===== src/rtl/pipe_pkg.sv =====
// Shared definitions for pipeline stage registers: control-bundle layout and default kill mask.
package pipe_pkg;

    localparam int CTRL_W_DEF = 12;

    // Control-bundle field offsets.
    localparam int WREG_B   = 0;
    localparam int M2REG_B  = 1;
    localparam int WMEM_B   = 2;
    localparam int ALUC_LSB = 3;   // 4-bit ALU control, bits 6:3
    localparam int SELA_LSB = 7;   // 2-bit operand-A select, bits 8:7
    localparam int SELB_LSB = 9;   // 2-bit operand-B select, bits 10:9
    localparam int STHZ_B   = 11;

    // Only the architecturally visible side effects are killed on a bubble or flush.
    localparam logic [CTRL_W_DEF-1:0] KILL_MASK_DEF =
        CTRL_W_DEF'((1 << WREG_B) | (1 << WMEM_B) | (1 << STHZ_B));

endpackage


===== src/rtl/pipe_stage_reg_sat_counter.sv =====
// Event counter that sticks at its all-ones value instead of wrapping.
module sat_counter #(
    parameter int CNT_W = 16
) (
    input  logic             clk,
    input  logic             clr,
    input  logic             inc,
    output logic [CNT_W-1:0] count
);

    logic [CNT_W-1:0] count_reg;

    always_ff @(posedge clk) begin
        if (clr) begin
            count_reg <= '0;
        end else if (inc && (count_reg != {CNT_W{1'b1}})) begin
            count_reg <= count_reg + 1'b1;
        end
    end

    assign count = count_reg;

endmodule


===== src/rtl/pipe_stage_reg.sv =====
// Parametrised pipeline stage register with stall, flush and bubble handling plus event counters.
module pipe_stage_reg
    import pipe_pkg::*;
#(
    parameter int                CTRL_W           = CTRL_W_DEF,
    parameter logic [CTRL_W-1:0] KILL_MASK        = CTRL_W'(KILL_MASK_DEF),
    parameter int                REG_AW           = 5,
    parameter int                DATA_W           = 32,
    parameter int                NUM_DATA         = 3,
    parameter int                CLR_DATA_ON_KILL = 0,
    parameter int                CNT_W            = 16
) (
    input  logic                       clk,
    input  logic                       clr,
    input  logic                       stall,
    input  logic                       flush,
    input  logic                       bubble,
    input  logic                       in_valid,
    input  logic [CTRL_W-1:0]          in_ctrl,
    input  logic [REG_AW-1:0]          in_wn,
    input  logic [NUM_DATA*DATA_W-1:0] in_data,
    output logic                       out_valid,
    output logic [CTRL_W-1:0]          out_ctrl,
    output logic [REG_AW-1:0]          out_wn,
    output logic [NUM_DATA*DATA_W-1:0] out_data,
    output logic [CNT_W-1:0]           stall_cnt,
    output logic [CNT_W-1:0]           bubble_cnt,
    output logic [CNT_W-1:0]           flush_cnt
);

    localparam logic CLR_DATA = (CLR_DATA_ON_KILL != 0);

    logic                       valid_reg,  valid_next;
    logic [CTRL_W-1:0]          ctrl_reg,   ctrl_next;
    logic [REG_AW-1:0]          wn_reg,     wn_next;
    logic [NUM_DATA*DATA_W-1:0] data_reg,   data_next;

    logic hold_en;
    logic kill_en;
    logic load_en;

    // flush > stall > bubble > load
    assign hold_en = !flush && stall;
    assign kill_en = flush || (!stall && bubble);
    assign load_en = !flush && !stall && !bubble;

    always_comb begin
        valid_next = valid_reg;
        ctrl_next  = ctrl_reg;
        wn_next    = wn_reg;
        if (flush) begin
            valid_next = 1'b0;
            ctrl_next  = ctrl_reg & ~KILL_MASK;
        end else if (stall) begin
            valid_next = valid_reg;
        end else if (bubble) begin
            valid_next = 1'b0;
            ctrl_next  = in_ctrl & ~KILL_MASK;
        end else begin
            valid_next = in_valid;
            ctrl_next  = in_valid ? in_ctrl : (in_ctrl & ~KILL_MASK);
            wn_next    = in_wn;
        end
        if (kill_en && CLR_DATA) begin
            wn_next = '0;
        end
    end

    genvar gi;
    generate
        for (gi = 0; gi < NUM_DATA; gi++) begin : g_operand
            assign data_next[gi*DATA_W +: DATA_W] =
                load_en               ? in_data[gi*DATA_W +: DATA_W] :
                (kill_en && CLR_DATA) ? {DATA_W{1'b0}} :
                                        data_reg[gi*DATA_W +: DATA_W];
        end
    endgenerate

    always_ff @(posedge clk) begin
        if (clr) begin
            valid_reg <= 1'b0;
            ctrl_reg  <= '0;
            wn_reg    <= '0;
            data_reg  <= '0;
        end else begin
            valid_reg <= valid_next;
            ctrl_reg  <= ctrl_next;
            wn_reg    <= wn_next;
            data_reg  <= data_next;
        end
    end

    assign out_valid = valid_reg;
    assign out_ctrl  = ctrl_reg;
    assign out_wn    = wn_reg;
    assign out_data  = data_reg;

    // A flush only counts when it actually discards a live instruction.
    sat_counter #(.CNT_W(CNT_W)) u_stall_cnt (
        .clk   (clk),
        .clr   (clr),
        .inc   (hold_en),
        .count (stall_cnt)
    );

    sat_counter #(.CNT_W(CNT_W)) u_bubble_cnt (
        .clk   (clk),
        .clr   (clr),
        .inc   (!flush && !stall && bubble),
        .count (bubble_cnt)
    );

    sat_counter #(.CNT_W(CNT_W)) u_flush_cnt (
        .clk   (clk),
        .clr   (clr),
        .inc   (flush && valid_reg),
        .count (flush_cnt)
    );

endmodule


===== config.mk =====
export PLATFORM = sky130hd
export DESIGN_NAME = pipe_stage_reg
export DESIGN_NICKNAME = d
export VERILOG_FILES = /design/src/rtl/pipe_pkg.sv /design/src/rtl/pipe_stage_reg_sat_counter.sv /design/src/rtl/pipe_stage_reg.sv
export SDC_FILE = /design/constraint.sdc
export NUM_CORES = 1
export LEC_CHECK = 0
export BUFFER_PORTS_ARGS = -buffer_cell sky130_fd_sc_hd__buf_2
export CAP_MARGIN = 40
export CORE_ASPECT_RATIO = 1.5
export CORE_MARGIN = 1
export CORE_UTILIZATION = 45
export DETAILED_ROUTE_END_ITERATION = 7
export PLACE_DENSITY = 0.76
export SYNTH_ARGS = -nofsm -noshare
export SYNTH_HDL_FRONTEND = slang
export SYNTH_HIERARCHICAL = 1
export SYNTH_SLANG_ARGS = --single-unit
export TNS_END_PERCENT = 10

===== constraint.sdc =====
create_clock -name clk -period 2.22 [get_ports clk]
set_input_delay 0 -clock clk [delete_from_list [all_inputs] [get_ports clk]]
set_output_delay 0 -clock clk [all_outputs]
set_load 0.005 [all_outputs]

==> flow_summary.json, run 1 <==
{
  "status": "finished clean",
  "startpoint_type": "flop",
  "power_frac_seq_pct": 43.7,
  "synth_ff_type": "dfxtp_1",
  "detail_route.iter0.violations": 505,
  "finalSetupViolCount": 0,
  "fill_cells": 1334,
  "fmax_ghz": 0.569,
  "routed_via_density": 5.84,
  "post-dp-hpwl_um": 13600,
  "relSlewSlack_pct": 44.3,
  "pin_count": 281,
  "cts_buffer_depth": 2,
  "detail-route-antenna-nets": 0,
  "cts_tree": "done",
  "synth_cell_types": 40,
  "cp.arrival_ns": 2.06,
  "synthesis.area_sq_um": 7770,
  "post_cts_resized": 0,
  "drive_gt1_share_pct": 29.1,
  "synth_compound_area_share_pct": 23.1,
  "grt_start_max_net_pins": 207,
  "syn_avg_cell_area_sq_um": 9.23,
  "cp_data_required_time_ns": 2.52,
  "synth_top_family_by_area": "simple AND/OR/NAND/NOR gates",
  "swShare_pct": 23.4,
  "post_drt_wl_per_cell_um": 16.5,
  "muxShareOfSynthArea_pct": 0.822,
  "dr.pass1.iters": 5,
  "die_area_sq_um": 17800,
  "period_share_pct": 79.1,
  "synthTopCellsByCount": "dfxtp_1 (162), a21oi_1 (144), o31ai_1 (119), or4b_1 (101), clkbuf_1 (65)",
  "syn_to_final_growth_pct": 41.7,
  "tightest_slew_ns": 0.836,
  "coreArea_sq_um": 16800,
  "initial_utilization_pct": 46.1,
  "tns_ns": 0,
  "criticalPathCategory": "flop to flop",
  "synthAdderAreaFrac_pct": 0.483,
  "num_rows": 58,
  "clk_pin_slew_ns": 0.07,
  "synth.top_cell.area_share_pct": 41.8,
  "port-buffer-count": 280,
  "mappedNetlistNets": 964,
  "synth_largest_area_cell": "dfxtp_1",
  "combPwrFrac_pct": 10.8,
  "fin_worst_skew_ns": 0.0108,
  "largest_reg_flops": 96,
  "hold_path.class": "primary input to flop",
  "ir_drop_v": 0.000563,
  "powerDensity_nw_per_um2": 627,
  "multi_input_area_sq_um": 4050,
  "power_switching_uw": 1610,
  "grt_pass1_vias": 7539,
  "grt_antenna_before_repair": 1,
  "cap_viol_max_count": 0,
  "synthArstFlopShare_pct": 0,
  "ys_seq_area_share_pct": 41.8,
  "synth_area_leaders": "dfxtp_1 (42%), or4b_1 (13%), o31ai_1 (12%)",
  "rsz0062_at_grt": "false",
  "post_cts_buffers": 0,
  "num-nets-final": 1300,
  "die_x_um": 109,
  "regArea_sq_um": 3240,
  "fin_util_pct": 65.4,
  "period_needed_ns": 1.76,
  "synth_xor_area_share_pct": 0.677,
  "grt_first_pass_wirelength_um": 36100,
  "clock_sinks": 162,
  "insertion_delay_ns": 0.42,
  "cts_root_buf": "clkbuf_16",
  "yosysMostFrequentCell": "dfxtp_1",
  "slew_viol_final": 0,
  "pwr-share-clk_pct": 45.5,
  "gr-total-overflow": 0,
  "worst_setup_path_end_kind": "flop",
  "synthCells": 842,
  "cts_max_level": 4,
  "drc": 0,
  "grt_use_total_pct": 25.3,
  "yosysWarningCount": 6,
  "wl_um": 23100,
  "dieHeight_um": 163,
  "ys_seq_elements": 162,
  "hold_viol_final": 0,
  "cts_hold_buf": 119,
  "num_vias": 8184,
  "cts_buffers": 17,
  "gp_congestion": 0.948,
  "synth_simple_gate_area_share_pct": 27.0,
  "synth_enable_flop_cells": 0,
  "power.leakage_uw": 0.00448,
  "p_int_uw": 5280,
  "r2r_slack_ns": 0.46,
  "cp_max_fo": 11
}
==> placed cells by master, fill, tap and decap left out, drive strengths merged, types with 3 or more instances in the layout <==
cell / Yosys / layout
and3: 3 / 3
dlygate4sd3: 0 / 119
mux2i: 3 / 3
and4: 9 / 9
inv: 9 / 11
xnor2: 6 / 6
dfxtp: 162 / 162
or4b: 101 / 101
nand3b: 3 / 3
or3b: 10 / 10
nand4bb: 3 / 3
clkinv: 0 / 4
nor2b: 7 / 7
mux2: 3 / 3
or3: 9 / 9
bufinv: 0 / 4
nor4bb: 3 / 3
a21oi: 144 / 144
o41ai: 3 / 3
o21ai: 21 / 21
nand4: 12 / 12
or4: 21 / 21
nor4: 9 / 9
buf: 31 / 295
o311ai: 3 / 3
nand2: 25 / 25
clkbuf: 66 / 21
nor3: 12 / 12
o21a: 3 / 3
nor2: 18 / 18
nand3: 18 / 18
o31ai: 119 / 119
ha: 3 / 3
==> area by class of cell <==
type,count,area share (%)
inverters,9,0.307
well taps,210,2.39
multi-input cells,574,36.8
clock inverters,11,1.60
repair buffers,414,25.3
diodes,1,0.0227
clock buffers,21,4.09
flip-flops and latches,162,29.5
==> power by group through the flow <==
stage	Combinational (uW)	Sequential [uW]	Clock, uW
after floorplan	325	3090	0
after CTS	729	3010	3210
after global routing	807	3020	3340
final	742	3020	3140
after detailed placement	564	3080	0
after global placement	556	3070	0
==> stage by stage <==
stage	cells	power, uW	hold WS (ns)	instance area [sq um]	setup slack, ns
3_3_place_gp	1250	3630	0.296	9180	0.511
3_5_place_dp	1250	3640	0.305	9180	0.495
2_1_floorplan	842	3410	0.175	7770	0.204
5_1_grt	1402	7170	0.0435	11000	0.325
6_report	1402	6890	0.0447	11000	0.463
4_1_cts	1401	6950	0.0367	11000	0.474
==> routing by layer <==
layer / wire length [um] / vias up / global-route usage [%]
met5: 0 / - / 0
met4: 882 / 0 / 12.8
met3: 1480 / 75 / 6.32
met2: 11800 / 322 / 43.4
met1: 9010 / 3800 / 28.7
li1: - / 3987 / -
==> final timing paths <==
check | depth (start not counted) | endpoint | start
setup / recovery | 5 | u_stall_cnt/count[7] | u_stall_cnt/count[13]
hold / removal | 3 | out_data[75] | flush
setup reg to reg | 5 | u_stall_cnt/count[7] | u_stall_cnt/count[13]
hold reg to reg | 2 | out_ctrl[2] | out_ctrl[2]
==> worst max-delay path, cell delays in order, from the launching register on <==
cell,delay [ns]
dfxtp_1,0.44
nand4_1,0.24
nor4_4,0.53
buf_4,0.25
or4_1,0.13
a21oi_1,0.06
==> kinds of logic after synthesis <==
logic type | Yosys count
AO/OA/AOI/OAI | 293
XOR/XNOR | 6
adder cells (fa/ha/maj) | 3
buffers and inverters | 106
flip-flops | 162
multiplexers | 6
AND/OR/NAND/NOR | 266
Power figures use the tool's default switching activity.
==> run 2: changes to the inputs <==
==> constraint.sdc (replaced) <==
create_clock -name clk -period 1.7 [get_ports clk]
set_input_delay 0 -clock clk [delete_from_list [all_inputs] [get_ports clk]]
set_output_delay 0 -clock clk [all_outputs]
set_load 0.005 [all_outputs]
==> flow_summary.json, run 2 (synthesis gave the netlist of run 1 again) <==
{
  "path_cells": "ha_1, nand3_1, nor4_4, buf_4, or4_1, a21oi_1",
  "die_area_sq_um": 17800,
  "num-nets-final": 1347,
  "coreArea_sq_um": 16800,
  "die_x_um": 109,
  "cp.arrival_ns": 2.04,
  "gr-total-overflow": 0,
  "relSlewSlack_pct": 47.6,
  "powerDensity_nw_per_um2": 762,
  "finalSetupViolCount": 0,
  "pwr-share-clk_pct": 43.0,
  "layout_commonest_cell": "buf_2",
  "cts_buffers": 17,
  "insertion_delay_ns": 0.42,
  "crit_path_start": "u_bubble_cnt/count[0]",
  "dr.pass1.iters": 7,
  "fin_worst_skew_ns": 0.00857,
  "slowest_delay_ns": 0.50,
  "port-buffer-count": 280,
  "cap_viol_max_count": 0,
  "initial_utilization_pct": 46.1,
  "hold_start": "stall",
  "power.leakage_uw": 0.00469,
  "tns_ns": 0,
  "syn_to_final_growth_pct": 46.2,
  "grt_use_total_pct": 26.8,
  "clock_sinks": 162,
  "period_share_pct": 99.6,
  "post-dp-hpwl_um": 15000,
  "grt_start_max_net_pins": 121,
  "status": "finished clean",
  "cts_tree": "done",
  "slew_viol_final": 0,
  "tightest_slew_ns": 0.786,
  "drive_gt1_share_pct": 33.2,
  "hold_end": "out_ctrl[10]",
  "p_int_uw": 6580,
  "detail-route-antenna-nets": 0,
  "grt_first_pass_wirelength_um": 38000,
  "pin_count": 281,
  "cp_data_required_time_ns": 2.04,
  "min_delay_path_depth": 3,
  "post_drt_wl_per_cell_um": 16.9,
  "fmax_ghz": 0.591,
  "worst_setup_path_end_kind": "flop",
  "r2r_end": "u_bubble_cnt/count[7]",
  "r2r_slack_ns": 0.007,
  "clk_pin_slew_ns": 0.06,
  "period_needed_ns": 1.69,
  "post_cts_buffers": 0,
  "wl_um": 24500,
  "cts_root_buf": "clkbuf_16",
  "fin_util_pct": 67.4,
  "fill_cells": 1266,
  "power_switching_uw": 2080,
  "startpoint_type": "flop",
  "num_rows": 58,
  "grt_antenna_before_repair": 2,
  "criticalPathCategory": "flop to flop",
  "routed_via_density": 5.79,
  "dieHeight_um": 163,
  "critical_path_buf_inv_count": 1,
  "gp_congestion": 0.895,
  "cp_slowest_cell": "or4_1",
  "r2r_start": "u_bubble_cnt/count[0]",
  "cp_max_fo": 11,
  "combPwrFrac_pct": 11.6,
  "cts_max_level": 4,
  "largest_reg_flops": 96,
  "cts_buffer_depth": 2,
  "num_vias": 8385,
  "grt_pass1_vias": 7851,
  "hold_viol_final": 0,
  "reg2reg_depth": 6,
  "final_cell_mix": "buf_2 (276), dfxtp_1 (153), a21oi_1 (143)",
  "detail_route.iter0.violations": 405,
  "ir_drop_v": 0.000471,
  "power_frac_seq_pct": 45.5,
  "hold_path.class": "primary input to flop",
  "swShare_pct": 24.0,
  "drc": 0,
  "worst_hold_slack_ns": 0.0334,
  "path_delay_family": "simple AND/OR/NAND/NOR gates",
  "rsz0062_at_grt": "true"
}
## run 2: cell types whose count changed in the layout (fill, tap and decap cells not counted), moves of 2 or more
cell	change
dfxtp_1	-9
clkinv_4	-2
dlygate4sd3_1	-2
nor4_2	+2
buf_4	+48
clkinvlp_4	+2
dfxtp_2	+9
bufinv_16	-2
nor4_1	-2
## run 2: worst min-delay path: stages
cell     delay (ns)
buf_6          0.15
o21ai_0        0.17
a21oi_1        0.06
## run 2: layout make-up
cell class	count	area [sq um]	area share, %
timing repair buffer	461	3150	27.7
tap	210	263	2.31
inverter	9	33.8	0.297
multi-input combinational	574	4100	36.1
clock inverter	9	110	0.970
sequential	162	3250	28.7
antenna	2	5.00	0.0441
clock buffer	20	447	3.93
## run 2: worst max-delay path by stage
| stage | to | slack, ns | cells after the start |
|---|---|---|---|
| floorplan | u_bubble_cnt/count[7] | -0.02 | 9 |
| CTS | u_bubble_cnt/count[15] | 0.02 | 4 |
| global placement | u_bubble_cnt/count[15] | 0.06 | 4 |
| detailed placement | u_bubble_cnt/count[15] | 0.009 | 4 |
| global route | u_bubble_cnt/count[9] | -0.07 | 6 |
| finish | u_bubble_cnt/count[7] | 0.007 | 6 |
## run 2: per-stage QoR
stage	setup WS, ns	total power (uW)	area [sq um]	instances
final	0.00710	8660	11400	1447
after global placement	0.0573	4760	9580	1299
after floorplan	-0.0167	4460	7810	842
after global routing	-0.0727	8990	11400	1446
after detailed placement	0.00889	4780	9580	1299
after CTS	0.0173	8720	11300	1445
## run 2: what timing repair did
| item | in CTS | in global routing |
|---|---|---|
| endpoints found under the hold margin | 114 | 0 |
| gates resized for setup | 1 | 14 |
| pin swaps | 0 | 0 |
| hold buffers | 117 | 0 |
| endpoints found under the setup margin | 1 | 21 |
## run 2: layer usage
| metal | global-route usage (%) | vias to the layer above | routed length, um |
|---|---|---|---|
| li1 | - | 4074 | - |
| met1 | 29.2 | 3925 | 9390 |
| met2 | 47.5 | 315 | 12700 |
| met3 | 6.48 | 69 | 1500 |
| met4 | 13.6 | 2 | 858 |
| met5 | 0 | - | 11 |
## run 2: power groups by stage
stage                     Sequential [uW]  Combinational, uW  Clock (uW)
after floorplan                      4030                433           0
after global placement               4010                751           0
after detailed placement             4020                765           0
after CTS                            3930                977        3810
after global routing                 3950               1090        3950
final                                3940               1000        3720
==> run 3: changes to the inputs <==
--- a/config.mk
+++ b/config.mk
@@ -11,9 +11,8 @@
 export CORE_MARGIN = 1
 export CORE_UTILIZATION = 45
 export DETAILED_ROUTE_END_ITERATION = 7
-export PLACE_DENSITY = 0.76
+export PLACE_DENSITY = 0.74
 export SYNTH_ARGS = -nofsm -noshare
 export SYNTH_HDL_FRONTEND = slang
-export SYNTH_HIERARCHICAL = 1
 export SYNTH_SLANG_ARGS = --single-unit
 export TNS_END_PERCENT = 10
==> flow_summary.json, run 3 <==
{
  "largest_reg_flops": 96,
  "port-buffer-count": 280,
  "pwr-share-clk_pct": 44.9,
  "cp_data_required_time_ns": 2.05,
  "cap_viol_max_count": 0,
  "gp_congestion": 0.864,
  "synth.top_cell.area_share_pct": 49.2,
  "syn_to_final_growth_pct": 55.4,
  "startpoint_type": "flop",
  "power.leakage_uw": 0.00447,
  "fin_worst_skew_ns": 0.0108,
  "coreArea_sq_um": 14100,
  "die_x_um": 101,
  "dp_slack_ns": 0.0199,
  "synthAdderAreaFrac_pct": 0.570,
  "num_rows": 53,
  "slew_viol_final": 0,
  "final_cell_mix": "buf_2 (279), nand2_1 (240), dfxtp_1 (155)",
  "relSlewSlack_pct": 57.0,
  "swShare_pct": 24.7,
  "tightest_slew_ns": 0.645,
  "cts_tree": "done",
  "synthCells": 798,
  "pin_count": 281,
  "ys_seq_area_share_pct": 49.2,
  "drc": 0,
  "fmax_ghz": 0.614,
  "muxShareOfSynthArea_pct": 2.11,
  "routed_via_density": 5.38,
  "clock_sinks": 162,
  "post_drt_wl_per_cell_um": 16.7,
  "combPwrFrac_pct": 9.7,
  "num-nets-final": 1335,
  "ys_seq_elements": 162,
  "cp.arrival_ns": 1.98,
  "hold_path.class": "primary input to flop",
  "initial_utilization_pct": 46.7,
  "synth_largest_area_cell": "dfxtp_1",
  "cts_max_level": 4,
  "clk_pin_slew_ns": 0.07,
  "finalNonFillerCells": 1418,
  "detail-route-antenna-nets": 0,
  "syn_avg_cell_area_sq_um": 8.26,
  "tns_ns": 0,
  "rsz0062_at_grt": "true",
  "gr-total-overflow": 0,
  "worst_setup_path_end_kind": "flop",
  "yosysWarningCount": 0,
  "synth_compound_area_share_pct": 14.7,
  "power_frac_seq_pct": 45.4,
  "detail_route.iter0.violations": 330,
  "synth_ff_type": "dfxtp_1",
  "criticalPathCategory": "flop to flop",
  "p_int_uw": 6540,
  "synth_area_leaders": "dfxtp_1 (49%), nand2_1 (14%), a21oi_1 (11%)",
  "num_vias": 7628,
  "synth_simple_gate_area_share_pct": 29.0,
  "synth_xor_area_share_pct": 0.399,
  "cts_root_buf": "clkbuf_16",
  "power_switching_uw": 2140,
  "period_share_pct": 95.8,
  "grt_first_pass_wirelength_um": 35900,
  "status": "finished clean",
  "placed_cells": 1268,
  "powerDensity_nw_per_um2": 847,
  "synth_cell_types": 51,
  "finalSetupViolCount": 0,
  "synthesis.area_sq_um": 6590,
  "layout_commonest_cell": "buf_2",
  "post-dp-hpwl_um": 14000,
  "synth_top_family_by_area": "simple AND/OR/NAND/NOR gates",
  "synthArstFlopShare_pct": 0,
  "dieHeight_um": 150,
  "synth_enable_flop_cells": 0,
  "ir_drop_v": 0.000616,
  "period_needed_ns": 1.63,
  "drive_gt1_share_pct": 32.7,
  "yosysMostFrequentCell": "nand2_1",
  "setup_slack_ns": 0.0709,
  "synthTopCellsByCount": "nand2_1 (241), dfxtp_1 (162), a21oi_1 (145), nor2_1 (23), clkbuf_1 (21)",
  "cts_buffer_depth": 2,
  "place_area_sq_um": 8420,
  "grt_antenna_before_repair": 2,
  "cts_buffers": 17,
  "dr.pass1.iters": 5,
  "fill_cells": 1029,
  "finalInstanceArea_sq_um": 10200,
  "die_area_sq_um": 15100,
  "mappedNetlistNets": 920,
  "wl_um": 23600,
  "hold_viol_final": 0,
  "grt_pass1_vias": 7341,
  "insertion_delay_ns": 0.42,
  "grt_start_max_net_pins": 62,
  "grt_use_total_pct": 30.4,
  "cp_max_fo": 12
}
[run 3: changes by cell type in the layout (fill, tap and decap cells not counted), moves of 8 or more]
cell	previous run	this run
or3b_2	9	0
o31ai_1	119	15
or4b_1	101	0
nand2_1	22	240
buf_4	60	43
o21ai_0	21	13
[run 3: routing by layer]
| metal | track usage (%) | up-vias | wire length, um | part of all wire (%) |
|---|---|---|---|---|
| met5 | 0 | - | 23 | 0.097 |
| met4 | 20.6 | 4 | 1270 | 5.4 |
| met3 | 12.5 | 112 | 2370 | 10 |
| met2 | 49.9 | 377 | 11300 | 48 |
| met1 | 31.4 | 3547 | 8620 | 36 |
| li1 | - | 3588 | - | - |
[run 3: cells by family after synthesis]
group / count (synthesis)
adders and majority gates: 3
DFF: 162
AOI/OAI and AO/OA: 180
and+or+nand+nor: 386
muxes: 12
buffers and inverters: 52
xor gates and xnor gates: 3
[run 3: through the flow]
step	hold slack, ns	total power, uW	utilization (%)
after CTS	0.0197	8680	72.2
after global placement	0.240	4590	59.6
after detailed placement	0.246	4600	59.6
after global routing	0.0285	8940	72.5
final	0.0329	8680	72.5
after floorplan	0.133	4280	-
[run 3: final timing paths]
check             slack [ns]  depth (start not counted)                    to            startpoint
setup / recovery        0.07                          6  u_flush_cnt.count[9]  u_flush_cnt.count[0]
hold / removal          0.03                          4          out_ctrl[11]              in_valid
setup reg to reg        0.07                          6  u_flush_cnt.count[9]  u_flush_cnt.count[0]
hold reg to reg         0.45                          2           out_data[5]           out_data[5]
[run 3: worst max-delay path: stages (launching register included)]
cell and delay, ns:
dfxtp_1 0.32, ha_2 0.22, nand3_2 0.13, nor4_4 0.06
buf_4 0.18, or4_1 0.51, a21oi_1 0.16
[run 3: final cells by class]
| cell class | count | area, sq um | area share (%) |
|---|---|---|---|
| clock buffers | 17 | 425 | 4.15 |
| repair buffers | 444 | 2990 | 29.2 |
| diodes | 1 | 2.50 | 0.0244 |
| multi-input cells | 584 | 3140 | 30.7 |
| inverters | 4 | 15.0 | 0.147 |
| clock inverters | 14 | 173 | 1.69 |
| well taps | 192 | 240 | 2.35 |
| flip-flops and latches | 162 | 3250 | 31.8 |
[run 3: power groups by stage]
stage               Clock [uW]  Sequential [uW]  Combinational [uW]
global route              4090             3950                 905
global placement             0             4010                 579
floorplan                    0             4030                 248
CTS                       3950             3930                 801
detailed placement           0             4020                 582
finish                    3900             3940                 841
[run 3: timing repair]
| item | in CTS | in global routing |
|---|---|---|
| setup buffers | 0 | 1 |
| hold endpoints to repair | 122 | 0 |
| endpoints found under the setup margin | 2 | 19 |
| pin swaps | 0 | 2 |
| hold buffers | 117 | 0 |
| gates resized for setup | 2 | 14 |
